$ cat src/rtl/deint_pkg.sv
// Shared constants and FSM state type for the block deinterleaver sequencer.
package deint_pkg;

  localparam int unsigned BRANCHES_DEF = 12;
  localparam int unsigned ROWS_DEF     = 8;
  localparam int unsigned BRANCH_W     = 4;
  localparam int unsigned FRAME_CNT_W  = 16;

  localparam logic [BRANCH_W-1:0] BRANCH_FIRST = 4'd1;
  localparam logic [BRANCH_W-1:0] SEL_NONE     = 4'd0;

  typedef enum logic [1:0] {
    IDLE  = 2'd0,
    FILL  = 2'd1,
    DRAIN = 2'd2
  } state_e;

endpackage

$ cat src/rtl/deint_branch_counter.sv
// Branch counter cycling 1..BRANCHES; wrap pulses on the advance out of the last branch.
module deint_branch_counter
  import deint_pkg::*;
#(
  parameter int unsigned BRANCHES = BRANCHES_DEF
) (
  input  logic                clk,
  input  logic                rst,
  input  logic                en,
  output logic [BRANCH_W-1:0] value,
  output logic                wrap
);

  logic [BRANCH_W-1:0] r_value;
  logic                w_at_last;

  assign w_at_last = (r_value == BRANCH_W'(BRANCHES));

  always_ff @(posedge clk) begin
    if (rst) begin
      r_value <= BRANCH_FIRST;
    end else if (en) begin
      r_value <= w_at_last ? BRANCH_FIRST : r_value + BRANCH_W'(1);
    end
  end

  assign value = r_value;
  assign wrap  = en & w_at_last;

endmodule

$ cat src/rtl/deinterleaver_sequencer.sv
// Row-wise write / column-major read sequencer for a block deinterleaver RAM.
// Optional DEINT_FRAME_CNT_EN adds a saturating 16-bit completed-frame counter.
module deinterleaver_sequencer
  import deint_pkg::*;
#(
  parameter  int unsigned BRANCHES = BRANCHES_DEF,
  parameter  int unsigned ROWS     = ROWS_DEF,
  localparam int unsigned ROW_W    = $clog2(ROWS)
) (
  input  logic                   clk,
  input  logic                   rst,
  input  logic                   in_valid,
  output logic                   in_ready,
  output logic [BRANCH_W-1:0]    wr_sel,
  output logic [ROW_W-1:0]       wr_row,
  output logic                   rd_en,
  output logic [BRANCH_W-1:0]    rd_branch,
  output logic [ROW_W-1:0]       rd_row,
  output logic                   out_valid,
  input  logic                   out_ready,
  output logic                   frame_done,
`ifdef DEINT_FRAME_CNT_EN
  output logic [FRAME_CNT_W-1:0] frame_cnt,
`endif
  output logic                   busy
);

  state_e              r_state;
  state_e              w_state_nxt;
  logic                w_accept;
  logic                w_wr_wrap;
  logic                w_wr_row_last;
  logic                w_fill_done;
  logic                w_rd_row_last;
  logic                w_rd_branch_adv;
  logic                w_last_read;
  logic [BRANCH_W-1:0] w_wr_branch;
  logic [ROW_W-1:0]    r_wr_row;
  logic [ROW_W-1:0]    r_rd_row;
  logic                r_out_valid;

  assign in_ready        = (r_state != DRAIN);
  assign busy            = (r_state != IDLE);
  assign w_accept        = in_valid & in_ready;
  assign wr_sel          = w_accept ? w_wr_branch : SEL_NONE;
  assign rd_en           = (r_state == DRAIN) & (~r_out_valid | out_ready);
  assign w_wr_row_last   = (r_wr_row == ROW_W'(ROWS - 1));
  assign w_rd_row_last   = (r_rd_row == ROW_W'(ROWS - 1));
  assign w_fill_done     = w_wr_wrap & w_wr_row_last;
  assign w_rd_branch_adv = rd_en & w_rd_row_last;
  assign frame_done      = w_last_read;
  assign wr_row          = r_wr_row;
  assign rd_row          = r_rd_row;
  assign out_valid       = r_out_valid;

  deint_branch_counter #(.BRANCHES(BRANCHES)) u_wr_branch (
    .clk   (clk),
    .rst   (rst),
    .en    (w_accept),
    .value (w_wr_branch),
    .wrap  (w_wr_wrap)
  );

  // Read branch wraps exactly on the final read of the frame.
  deint_branch_counter #(.BRANCHES(BRANCHES)) u_rd_branch (
    .clk   (clk),
    .rst   (rst),
    .en    (w_rd_branch_adv),
    .value (rd_branch),
    .wrap  (w_last_read)
  );

  always_ff @(posedge clk) begin
    if (rst) begin
      r_state <= IDLE;
    end else begin
      r_state <= w_state_nxt;
    end
  end

  always_comb begin
    w_state_nxt = r_state;
    unique case (r_state)
      IDLE:    if (w_accept)    w_state_nxt = FILL;
      FILL:    if (w_fill_done) w_state_nxt = DRAIN;
      DRAIN:   if (w_last_read) w_state_nxt = IDLE;
      default: w_state_nxt = IDLE;
    endcase
  end

  always_ff @(posedge clk) begin
    if (rst) begin
      r_wr_row <= '0;
    end else if (w_wr_wrap) begin
      r_wr_row <= w_wr_row_last ? '0 : r_wr_row + ROW_W'(1);
    end
  end

  always_ff @(posedge clk) begin
    if (rst) begin
      r_rd_row <= '0;
    end else if (rd_en) begin
      r_rd_row <= w_rd_row_last ? '0 : r_rd_row + ROW_W'(1);
    end
  end

  // Data follows the RAM read by one cycle and holds until downstream takes it.
  always_ff @(posedge clk) begin
    if (rst) begin
      r_out_valid <= 1'b0;
    end else begin
      r_out_valid <= rd_en | (r_out_valid & ~out_ready);
    end
  end

`ifdef DEINT_FRAME_CNT_EN
  logic [FRAME_CNT_W-1:0] r_frame_cnt;

  always_ff @(posedge clk) begin
    if (rst) begin
      r_frame_cnt <= '0;
    end else if (w_last_read && (r_frame_cnt != '1)) begin
      r_frame_cnt <= r_frame_cnt + FRAME_CNT_W'(1);
    end
  end

  assign frame_cnt = r_frame_cnt;
`endif

endmodule
$ cat config.mk
export PLATFORM = sky130hd
export DESIGN_NAME = deinterleaver_sequencer
export DESIGN_NICKNAME = d
export VERILOG_FILES = /design/src/rtl/deint_pkg.sv /design/src/rtl/deint_branch_counter.sv /design/src/rtl/deinterleaver_sequencer.sv
export SDC_FILE = /design/constraint.sdc
export NUM_CORES = 1
export LEC_CHECK = 0
export CORE_MARGIN = 5
export CORE_UTILIZATION = 45
export DETAILED_ROUTE_END_ITERATION = 12
export PLACE_DENSITY = 0.75
export SLEW_MARGIN = 20
export SYNTH_ARGS = -nofsm -noshare
export SYNTH_HDL_FRONTEND = slang
export SYNTH_SLANG_ARGS = --single-unit
$ cat constraint.sdc
create_clock -name clk -period 3.7 [get_ports clk]
set_input_delay 0.555 -clock clk [delete_from_list [all_inputs] [get_ports clk]]
set_output_delay 0.555 -clock clk [all_outputs]
set_load 0.05 [all_outputs]
== Word level (Yosys, flattened, before mapping) ==
Index checks and enable logic that the tools add are counted.

* Bits in registers: 17
* Input port bits: 4
* Output and inout port bits: 19
* Logic and storage cells: 43

* Add/sub/neg operators: 4
* Equal/unequal tests: 10
* Multiplexer cells: 9
* Bitwise gates (word level): 11
* Reduce and logical (&&, ||, !) cells: 3

{| class="wikitable"
|+ Operator list
! operator !! number
|-
| $mux W4 || 3
|-
| $add A4 B1 Y4 const B || 2
|-
| $eq A4 B4 Y1 const B || 2
|-
| $and A1 B1 Y1 || 7
|-
| $add A3 B1 Y3 const B || 2
|-
| $eq A3 B3 Y1 const B || 2
|-
| $mux W2 || 3
|-
| $mux W3 || 2
|-
| $ne A2 B2 Y1 const B || 3
|-
| $pmux W2 S3 || 1
|-
| $reduce_and A3 Y1 || 1
|-
| $eq A2 B1 Y1 const B || 1
|-
| $eq A2 B2 Y1 const B || 1
|-
| $logic_not A2 Y1 || 1
|-
| $ne A2 B1 Y1 const B || 1
|-
| $not A1 Y1 || 2
|-
| $or A1 B1 Y1 || 2
|-
| $reduce_bool A2 Y1 || 1
|}

== Longest topological paths before layout ==
Gate-level depths: netlist of the first run.

* Word-level depth: 7
* Depth in mapped cells: 6
* Gate-level depth less buffers: 6

== Hierarchy ==
A second synthesis of the first run with hierarchy kept.

* Cells, all modules: 101
* Area total of the unflattened synthesis: 888.4 sq um

{| class="wikitable"
|+ By module, submodules not included
! module !! times used !! cells an instance !! area each (sq um)
|-
| deinterleaver_sequencer || 1 || 51 || 455.4
|-
| deint_branch_counter || 2 || 25 || 216.5
|}

== Worst setup path after synthesis of the first run ==
OpenSTA, ideal clock, no wires.

* Path kind: reg-to-output
* Start point: reg r_rd_row[0], in the netlist rd_row[0]
* End point: out frame_done
* Arrival time: 2.865 ns
* Data required time: 3.145 ns
* Slack: 0.280 ns
* Stages on the path, launching flop included: 5
* Cells stage by stage: dfxtp_1 -> ha_1 -> ha_1 -> inv_1 -> nor4_1

* Cells in the longest elaborated chain, start to end: 3

{| class="wikitable"
|+ Ends and longest elaborated chain
! item !! line !! RTL
|-
| start: declaration || deinterleaver_sequencer.sv:39 || <nowiki>logic [ROW_W-1:0] r_rd_row;</nowiki>
|-
| start signal: assignment || deinterleaver_sequencer.sv:103 || <nowiki>r_rd_row <= w_rd_row_last ? '0 : r_rd_row + ROW_W'(1);</nowiki>
|-
| $eq A3 B3 Y1 || deinterleaver_sequencer.sv:48 || <nowiki>assign w_rd_row_last = (r_rd_row == ROW_W'(ROWS - 1));</nowiki>
|-
| $and A1 B1 Y1 || deinterleaver_sequencer.sv:50 || <nowiki>assign w_rd_branch_adv = rd_en & w_rd_row_last;</nowiki>
|-
| $and A1 B1 Y1 || deint_branch_counter.sv:28 || <nowiki>assign wrap = en & w_at_last;</nowiki>
|-
| end: declaration || deinterleaver_sequencer.sv:21 || <nowiki>output logic frame_done,</nowiki>
|}

No other way between the ends.

== Worst setup path after layout of the first run ==
Ends and elaborated chain as after synthesis.

==> flow_summary.ini, run 1 <==
[global_route]
grt_pass1_wl_um = 3060
first_global_vias = 741
grt.total_usage_pct = 14.2
grt_start_max_net_pins = 20
grt-ovfl-total = 0
grt_antenna_before_repair = 0

[sta]
fraction_of_the_cycle_the_final_worst_path_needs_pct = 85.4
rsz_0062_raised_after_global_routing = no
period_minus_slack_ns = 3.16
finalHoldViolations = 0
timing.max_slew.rel_slack_pct = 58.2
drv_slew = 0
tightestPinTransition_ns = 0.625
worst_clock_skew_ns = 0.00306
max_clock_freq_mhz = 316
final_sum_of_negative_setup_slack_ns = 0
setup_viol = 0
finalWorstSetupSlack_ns = 0.540

[critical_path]
path_max_fanout = 4
cp_num_buf_inv = 2
crit_path_top_delay_cell = sky130_fd_sc_hd__clkdlybuf4s50_1
timing.reg2reg.worst_path_depth = 6
timing.reg2reg.setup_slack_ns = 1.87
worst_setup_path_endpoint = frame_done
r2r-start = rd_row[0]
launching_element_of_the_worst_setup_path = rd_row[0]
path_class = register to output pin
path_depth = 5
path_common_cell = sky130_fd_sc_hd__ha_1
max_stage_delay_ns = 0.93
r2r-end = r_state[1]
critical-path-top-delay-family = buffers and inverters
required_time_reported_for_the_critical_path_endpoint_ns = 3.14
end_kind = output pin
arrival_ns = 2.61
setup.worst_path.start_class = register
timing.critical_path.cells = ha_1 -> ha_1 -> inv_1 -> nor4_1 -> clkdlybuf4s50_1

[flow_run]
drv.max_cap_violation_count = 0

[synth]
synthCells = 99
synth-edff-count = 0
ys.flop_type = sky130_fd_sc_hd__dfxtp_1
synth_sequential_area_ratio_pct = 39.3
yosysUniqueCellTypes = 32
synthesis.nets = 111
synth.yosys.warnings = 0
async_set_or_reset_flop_fraction_in_the_synthesized_netlist_pct = 0
synthesis.area_um2 = 866
synth_seq_cells = 17
postSynthAreaPerCell_um2 = 8.75

[route]
routed_wirelength_um = 1790
viasPerCell = 5.25
detail_route.first_pass.iterations = 4
drt-initial-drc-count = 6
ant_nets = 0
detail_route.drc_violations = 0
vias = 767
drt-wirelength-per-cell_um = 12.3

[cells_and_area]
final_nets = 134
stdcell_area_um2 = 1120
num_antenna_cells = 0
synthToLayoutAreaGrowth_pct = 29.9
final_layout_size_suffix_gt1_share_pct = 6.61
layout.filler_cells = 158

[clocking]
cts.reportedPaths.clkPinSlew_ns = 0.09
clk_path_buf_depth = 2
cts_hold_buffers = 0
ctsHtreeMaxLevel = 1
clock_insertion_delay_worst_skew_ns = 0.28
cts_made_buffers = 3
cts_resized = 0
cts_tree = yes
post-cts-setup-buffers = 0
cts.sink_count = 17
root_buffer = sky130_fd_sc_hd__clkbuf_4

[pwr]
irDropWorstVdd_mv = 0.209
pwr_density_cell_nw_per_um2 = 285
power.leakage_nw = 0.457

[place]
gpl.final_weighted_congestion = 0.791
detailed_place_hpwl_um = 1350
placed_area_um2 = 1100
placement.io_buffers = 22
dp_slack_ns = 0.639

[floorplan]
rows = 15
fp.dieH_um = 53.9
dieWidth_um = 53.9
floorplan.core_area_um2 = 1780
die_area_um2 = 2900
ios = 23
effective_utilization_at_floorplan_pct = 48.6

[outcome]
run_status = completed

[min_path]
holdCritPathClass = register to register
## tightest hold or removal path: stages, from the launching register on
cell                       delay (ns)
sky130_fd_sc_hd__dfxtp_1         0.33
sky130_fd_sc_hd__nand2b_1        0.07
sky130_fd_sc_hd__a21oi_1         0.06
## synth_stat cells, types with 2 or more instances
| master | number | area (µm²) |
|---|---|---|
| sky130_fd_sc_hd__xnor2_1 | 2 | 17.5 |
| sky130_fd_sc_hd__mux2i_1 | 2 | 20.0 |
| sky130_fd_sc_hd__and2_1 | 2 | 12.5 |
| sky130_fd_sc_hd__or3_1 | 3 | 18.8 |
| sky130_fd_sc_hd__and3_1 | 4 | 25.0 |
| sky130_fd_sc_hd__nand2_1 | 6 | 22.5 |
| sky130_fd_sc_hd__nor3_1 | 5 | 25.0 |
| sky130_fd_sc_hd__a31oi_1 | 2 | 12.5 |
| sky130_fd_sc_hd__ha_1 | 8 | 100 |
| sky130_fd_sc_hd__a21oi_1 | 10 | 50.1 |
| sky130_fd_sc_hd__nand3_1 | 3 | 15.0 |
| sky130_fd_sc_hd__nor2_1 | 6 | 22.5 |
| sky130_fd_sc_hd__o21ai_0 | 4 | 20.0 |
| sky130_fd_sc_hd__clkbuf_1 | 3 | 11.3 |
| sky130_fd_sc_hd__nand4_1 | 2 | 12.5 |
| sky130_fd_sc_hd__dfxtp_1 | 17 | 340 |
| sky130_fd_sc_hd__inv_1 | 5 | 18.8 |
## placed cells by master (no fill, tap or decap), types with 2 or more instances in the layout
master	n
sky130_fd_sc_hd__mux2i_1	2
sky130_fd_sc_hd__inv_1	5
sky130_fd_sc_hd__nand3_1	3
sky130_fd_sc_hd__nor2_1	6
sky130_fd_sc_hd__a21oi_1	10
sky130_fd_sc_hd__nand4_1	2
sky130_fd_sc_hd__nand2_1	6
sky130_fd_sc_hd__o21ai_0	4
sky130_fd_sc_hd__and2_1	2
sky130_fd_sc_hd__a31oi_1	2
sky130_fd_sc_hd__and3_1	4
sky130_fd_sc_hd__nor3_1	5
sky130_fd_sc_hd__or3_1	3
sky130_fd_sc_hd__clkbuf_4	3
sky130_fd_sc_hd__dfxtp_1	17
sky130_fd_sc_hd__ha_1	8
sky130_fd_sc_hd__xnor2_1	2
sky130_fd_sc_hd__clkdlybuf4s50_1	22
## worst min path at each step
stage                                    start              endpoint  cells past startpoint
after global routing                 rd_row[2]             rd_row[2]                      2
after CTS                            out_valid             out_valid                      2
final                                out_valid             out_valid                      2
after floorplan           u_wr_branch.value[3]  u_wr_branch.value[3]                      1
after global placement               out_valid             out_valid                      2
after detailed placement             out_valid             out_valid                      2
## report_power, final
part	switching, mW	internal [mW]	total (mW)
combinational	0.0202	0.0148	0.0350
clock	0.0538	0.0418	0.0956
sequential	0.00389	0.186	0.190
## state kept, by name (all words and copies together), names as in the netlist
signal             flops
out_valid              1
u_rd_branch.value      4
wr_row                 3
rd_row                 3
u_wr_branch.value      4
r_state                2
## through the flow
stage          hold WS [ns]  instances  util [%]  power (mW)
6_report              0.488        146      63.1       0.321
5_1_grt               0.535        146      63.1       0.337
4_1_cts               0.494        146      63.1       0.325
3_5_place_dp          0.478        142      61.6       0.230
3_3_place_gp          0.473        142      61.6       0.229
2_1_floorplan         0.463         99         -       0.219
## metal layers
metal | up-vias | routed length, µm | GRT usage, % | share of wire (%)
met2 | 17 | 843 | 24.2 | 47
met4 | 0 | 0 | 1.28 | 0
met3 | 0 | 98 | 5.54 | 5.5
met1 | 357 | 852 | 17.5 | 47
met5 | - | 0 | 0 | 0
li1 | 393 | - | - | -
## cell families after synthesis
kind of cell / count (synthesis) / share of synthesized area [%]
buffers and inverters: 10 / 5.20
adders and majority gates: 8 / 11.6
DFF: 17 / 39.3
muxes: 2 / 2.31
xor gates and xnor gates: 3 / 3.04
and+or+nand+nor: 39 / 25.4
AOI/OAI and AO/OA: 20 / 13.2
## final cells by class
class | instances | area, µm² | share of cell area, %
well taps | 25 | 31.3 | 2.78
flip-flops and latches | 17 | 340 | 30.3
repair buffers | 23 | 228 | 20.2
clock buffers | 4 | 26.3 | 2.34
inverters | 5 | 18.8 | 1.67
multi-input cells | 72 | 480 | 42.7
Note: power is estimated with default switching activity, not from simulation.
==> run 2: changes to the inputs <==
--- a/config.mk
+++ b/config.mk
@@ -8,7 +8,8 @@
 export CORE_MARGIN = 5
 export CORE_UTILIZATION = 45
 export DETAILED_ROUTE_END_ITERATION = 12
-export PLACE_DENSITY = 0.75
+export MAX_ROUTING_LAYER = met4
+export PLACE_DENSITY = 0.72
 export SLEW_MARGIN = 20
 export SYNTH_ARGS = -nofsm -noshare
 export SYNTH_HDL_FRONTEND = slang
==> flow_summary.ini, run 2 (synthesis gave the netlist of run 1 again) <==
[floorplan]
die_area_um2 = 2900
ios = 23
dieWidth_um = 53.9
rows = 15
effective_utilization_at_floorplan_pct = 48.6
floorplan.core_area_um2 = 1780
fp.dieH_um = 53.9

[global_route]
first_global_vias = 693
grt-ovfl-total = 0
grt_start_max_net_pins = 20
grt_pass1_wl_um = 3030
grt_antenna_before_repair = 0
grt.total_usage_pct = 14.7

[min_path]
timing.hold.worst_path_depth = 2
holdCritPathClass = register to register
hold_start = out_valid
worstHoldEndpoint = out_valid

[sta]
final_sum_of_negative_setup_slack_ns = 0
rsz_0062_raised_after_global_routing = no
fraction_of_the_cycle_the_final_worst_path_needs_pct = 84.4
finalHoldViolations = 0
drv_slew = 0
finalWorstSetupSlack_ns = 0.577
period_minus_slack_ns = 3.12
max_clock_freq_mhz = 320
setup_viol = 0
worst_clock_skew_ns = 0.00609
tightestPinTransition_ns = 0.618
timing.max_slew.rel_slack_pct = 58.7

[cells_and_area]
layout.cells.most_common_list = sky130_fd_sc_hd__clkdlybuf4s50_1 (22), sky130_fd_sc_hd__dfxtp_1 (17), sky130_fd_sc_hd__a21oi_1 (10), sky130_fd_sc_hd__ha_1 (8)
synthToLayoutAreaGrowth_pct = 29.9
final_layout_size_suffix_gt1_share_pct = 6.61
num_antenna_cells = 0
final_nets = 134
layout_commonest_cell = sky130_fd_sc_hd__clkdlybuf4s50_1
stdcell_area_um2 = 1120

[clocking]
cts_tree = yes
cts_resized = 0
cts_made_buffers = 3
cts.sink_count = 17
post-cts-setup-buffers = 0
clk_path_buf_depth = 2
cts.reportedPaths.clkPinSlew_ns = 0.10
root_buffer = sky130_fd_sc_hd__clkbuf_4
clock_insertion_delay_worst_skew_ns = 0.28
ctsHtreeMaxLevel = 1
cts_hold_buffers = 0

[critical_path]
r2r-end = u_rd_branch.value[2]
timing.reg2reg.worst_path_depth = 6
r2r-start = rd_row[0]
setup.worst_path.start_class = register
end_kind = output pin
arrival_ns = 2.57
required_time_reported_for_the_critical_path_endpoint_ns = 3.14
timing.reg2reg.setup_slack_ns = 1.88
path_class = register to output pin
path_max_fanout = 4

[route]
ant_nets = 0
drt-initial-drc-count = 15
drt-wirelength-per-cell_um = 11.8
vias = 767
detail_route.first_pass.iterations = 4
routed_wirelength_um = 1730
viasPerCell = 5.25
detail_route.drc_violations = 0

[pwr]
irDropWorstVdd_mv = 0.161
power.leakage_nw = 0.457
pwr_density_cell_nw_per_um2 = 287

[place]
gpl.final_weighted_congestion = 0.800
dp_slack_ns = 0.661
placed_area_um2 = 1100
placement.io_buffers = 22
detailed_place_hpwl_um = 1300

[flow_run]
drv.max_cap_violation_count = 0

[outcome]
run_status = completed
## run 2: cell counts in the layout (fill, tap and decap cells not counted)
Identical to the previous run, type by type.
## run 2: how the worst max path moves through the flow
stage,from,to,slack [ns],cells past startpoint
2_1_floorplan,rd_row[0],frame_done,0.28,4
6_report,rd_row[0],frame_done,0.58,5
3_5_place_dp,out_ready,frame_done,0.66,4
5_1_grt,rd_row[0],frame_done,0.33,5
3_3_place_gp,out_ready,frame_done,0.68,4
4_1_cts,rd_row[0],frame_done,0.57,5
## run 2: power by group
part	switching, mW	leakage, nW	internal, mW	total [mW]
combinational	0.0200	0.304	0.0148	0.0347
sequential	0.00420	0.138	0.186	0.190
clock	0.0559	0.0150	0.0418	0.0977
total	0.0801	0.457	0.243	0.323
## run 2: layout make-up
| type | instances | area (µm²) |
|---|---|---|
| Sequential cell | 17 | 340 |
| Tap cell | 25 | 31.3 |
| Inverter | 5 | 18.8 |
| Timing Repair Buffer | 23 | 228 |
| Multi-Input combinational cell | 72 | 480 |
| Clock buffer | 4 | 26.3 |
| Fill cell | 167 | 658 |
## run 2: routing by layer
| metal | wire length (µm) | part of all wire (%) | GRT usage [%] |
|---|---|---|---|
| met1 | 863 | 50 | 18.4 |
| met4 | 12 | 0.69 | 5.11 |
| met2 | 788 | 46 | 23.0 |
| met3 | 62 | 3.6 | 3.32 |
| met5 | 0 | 0 | - |
## run 2: per-stage QoR
step	hold WS [ns]	instances	util, %	power [mW]
global placement	0.473	142	61.6	0.229
global route	0.521	146	63.1	0.342
detailed placement	0.477	142	61.6	0.230
CTS	0.494	146	63.1	0.330
finish	0.487	146	63.1	0.323
floorplan	0.463	99	-	0.219
## run 2: critical path, cell delays in order, from the launching register on
cell and delay [ns]:
sky130_fd_sc_hd__dfxtp_1 0.39, sky130_fd_sc_hd__ha_1 0.17, sky130_fd_sc_hd__ha_1 0.20, sky130_fd_sc_hd__inv_1 0.07
sky130_fd_sc_hd__nor4_1 0.54, sky130_fd_sc_hd__clkdlybuf4s50_1 0.91
==> run 3: changes to the inputs <==
--- a/config.mk
+++ b/config.mk
@@ -6,10 +6,10 @@
 export NUM_CORES = 1
 export LEC_CHECK = 0
 export CORE_MARGIN = 5
-export CORE_UTILIZATION = 45
+export CORE_UTILIZATION = 42
 export DETAILED_ROUTE_END_ITERATION = 12
 export MAX_ROUTING_LAYER = met4
-export PLACE_DENSITY = 0.72
+export PLACE_DENSITY = 0.71
 export SLEW_MARGIN = 20
 export SYNTH_ARGS = -nofsm -noshare
 export SYNTH_HDL_FRONTEND = slang
==> constraint.sdc (replaced) <==
create_clock -name clk -period 2.7 [get_ports clk]
set_input_delay 0.405 -clock clk [delete_from_list [all_inputs] [get_ports clk]]
set_output_delay 0.405 -clock clk [all_outputs]
set_load 0.05 [all_outputs]
==> flow_summary.ini, run 3 (synthesis gave the netlist of run 1 again) <==
[global_route]
grt_antenna_before_repair = 0
grt_start_max_net_pins = 20
first_global_vias = 746
grt.total_usage_pct = 13.7
grt-ovfl-total = 0
grt_pass1_wl_um = 3300

[cells_and_area]
final_cell_count_no_fill = 147
layout.core_utilization_pct = 57.3
layout.cells.most_common_list = sky130_fd_sc_hd__dfxtp_1 (17), sky130_fd_sc_hd__clkdlybuf4s50_1 (16), sky130_fd_sc_hd__a21oi_1 (10), sky130_fd_sc_hd__ha_1 (8)
layout.filler_cells = 184
final_layout_size_suffix_gt1_share_pct = 11.7
layout_commonest_cell = sky130_fd_sc_hd__dfxtp_1
synthToLayoutAreaGrowth_pct = 29.8
stdcell_area_um2 = 1120
num_antenna_cells = 0
final-seq-area_um2 = 340
final_nets = 133
multi_input_comb_area_um2 = 487

[clocking]
cts_resized = 0
cts_hold_buffers = 0
post-cts-setup-buffers = 0
ctsHtreeMaxLevel = 1
cts_tree = yes
cts.sink_count = 17
clk_path_buf_depth = 2
root_buffer = sky130_fd_sc_hd__clkbuf_4
clock_insertion_delay_worst_skew_ns = 0.29
cts_made_buffers = 3
cts.reportedPaths.clkPinSlew_ns = 0.10

[critical_path]
crit_path_top_delay_cell = sky130_fd_sc_hd__nor4_2
max_stage_delay_ns = 0.52
path_class = register to output pin
path_max_fanout = 4
path_common_cell = sky130_fd_sc_hd__ha_1
arrival_ns = 1.87
setup.worst_path.start_class = register
required_time_reported_for_the_critical_path_endpoint_ns = 2.30
timing.critical_path.cells = ha_1 -> ha_1 -> inv_1 -> nor4_2 -> buf_12
end_kind = output pin

[sta]
period_minus_slack_ns = 2.28
finalHoldViolations = 0
rsz_0062_raised_after_global_routing = no
max_clock_freq_mhz = 439
drv_slew = 0
timing.max_slew.rel_slack_pct = 55.4
setup_viol = 0
worst_clock_skew_ns = 0.00362
tightestPinTransition_ns = 0.667
fraction_of_the_cycle_the_final_worst_path_needs_pct = 84.4
final_sum_of_negative_setup_slack_ns = 0

[pwr]
pwr_density_cell_nw_per_um2 = 396
irDropWorstVdd_mv = 0.185
total_power_mw = 0.445
power.leakage_nw = 0.465

[route]
drt-wirelength-per-cell_um = 12.7
drt-initial-drc-count = 11
vias = 772
ant_nets = 0
detail_route.first_pass.iterations = 5
viasPerCell = 5.25
routed_wirelength_um = 1860
detail_route.drc_violations = 0

[floorplan]
rows = 16
dieWidth_um = 55.4
die_area_um2 = 3070
effective_utilization_at_floorplan_pct = 44.1
ios = 23
floorplan.core_area_um2 = 1960
fp.dieH_um = 55.4

[place]
gpl.final_weighted_congestion = 0.771
detailed_place_hpwl_um = 1370
post_place_cells = 143
placed_area_um2 = 1100
placement.io_buffers = 22

[outcome]
run_status = completed

[flow_run]
drv.max_cap_violation_count = 0

[min_path]
holdCritPathClass = register to register
run 3: cell count changes in the layout (fill, tap and decap cells not counted):
cell / change
sky130_fd_sc_hd__buf_4: +4
sky130_fd_sc_hd__clkdlybuf4s50_1: -6
sky130_fd_sc_hd__nor4_1: -1
sky130_fd_sc_hd__buf_12: +1
sky130_fd_sc_hd__nor4_2: +1
run 3: cell type report:
class	count	share of cell area, %
clock buffers	4	2.34
multi-input cells	72	43.3
well taps	27	3.01
flip-flops and latches	17	30.3
repair buffers	22	19.4
inverters	5	1.67
run 3: where the power goes:
group	internal (mW)	leakage, nW	switching (mW)	total (mW)
Combinational	0.0194	0.312	0.0284	0.0479
Clock	0.0574	0.0150	0.0787	0.136
Sequential	0.255	0.138	0.00550	0.261
Total	0.332	0.465	0.113	0.445
run 3: final timing paths:
path | from | to | slack [ns] | cells past startpoint
worst max-delay path | rd_row[0] | frame_done | 0.42 | 5
worst min-delay path | out_valid | out_valid | 0.50 | 2
worst max register to register | rd_row[0] | u_rd_branch.value[2] | 0.83 | 6
worst min register to register | out_valid | out_valid | 0.50 | 2
run 3: worst max-delay path, delay by kind of cell, from the launching register on:
kind / cells / cell delay, ns
flip-flops: 1 / 0.39
buffers and inverters: 2 / 0.29
adder cells (fa/ha/maj): 2 / 0.38
AND/OR/NAND/NOR: 1 / 0.52
run 3: layer usage:
metal	global-route usage, %	vias to the layer above	part of all wire, %	wire length, µm
li1	-	393	-	-
met1	14.9	360	45	847
met2	23.3	14	48	903
met3	2.10	5	3.1	57
met4	8.33	0	2.8	53
met5	-	-	0	0
run 3: through the flow:
| stage | hold WS (ns) | setup WS, ns |
|---|---|---|
| CTS | 0.507 | 0.410 |
| finish | 0.500 | 0.422 |
| detailed placement | 0.483 | 0.615 |
| floorplan | 0.463 | 0.0477 |
| global route | 0.538 | 0.254 |
| global placement | 0.477 | 0.649 |
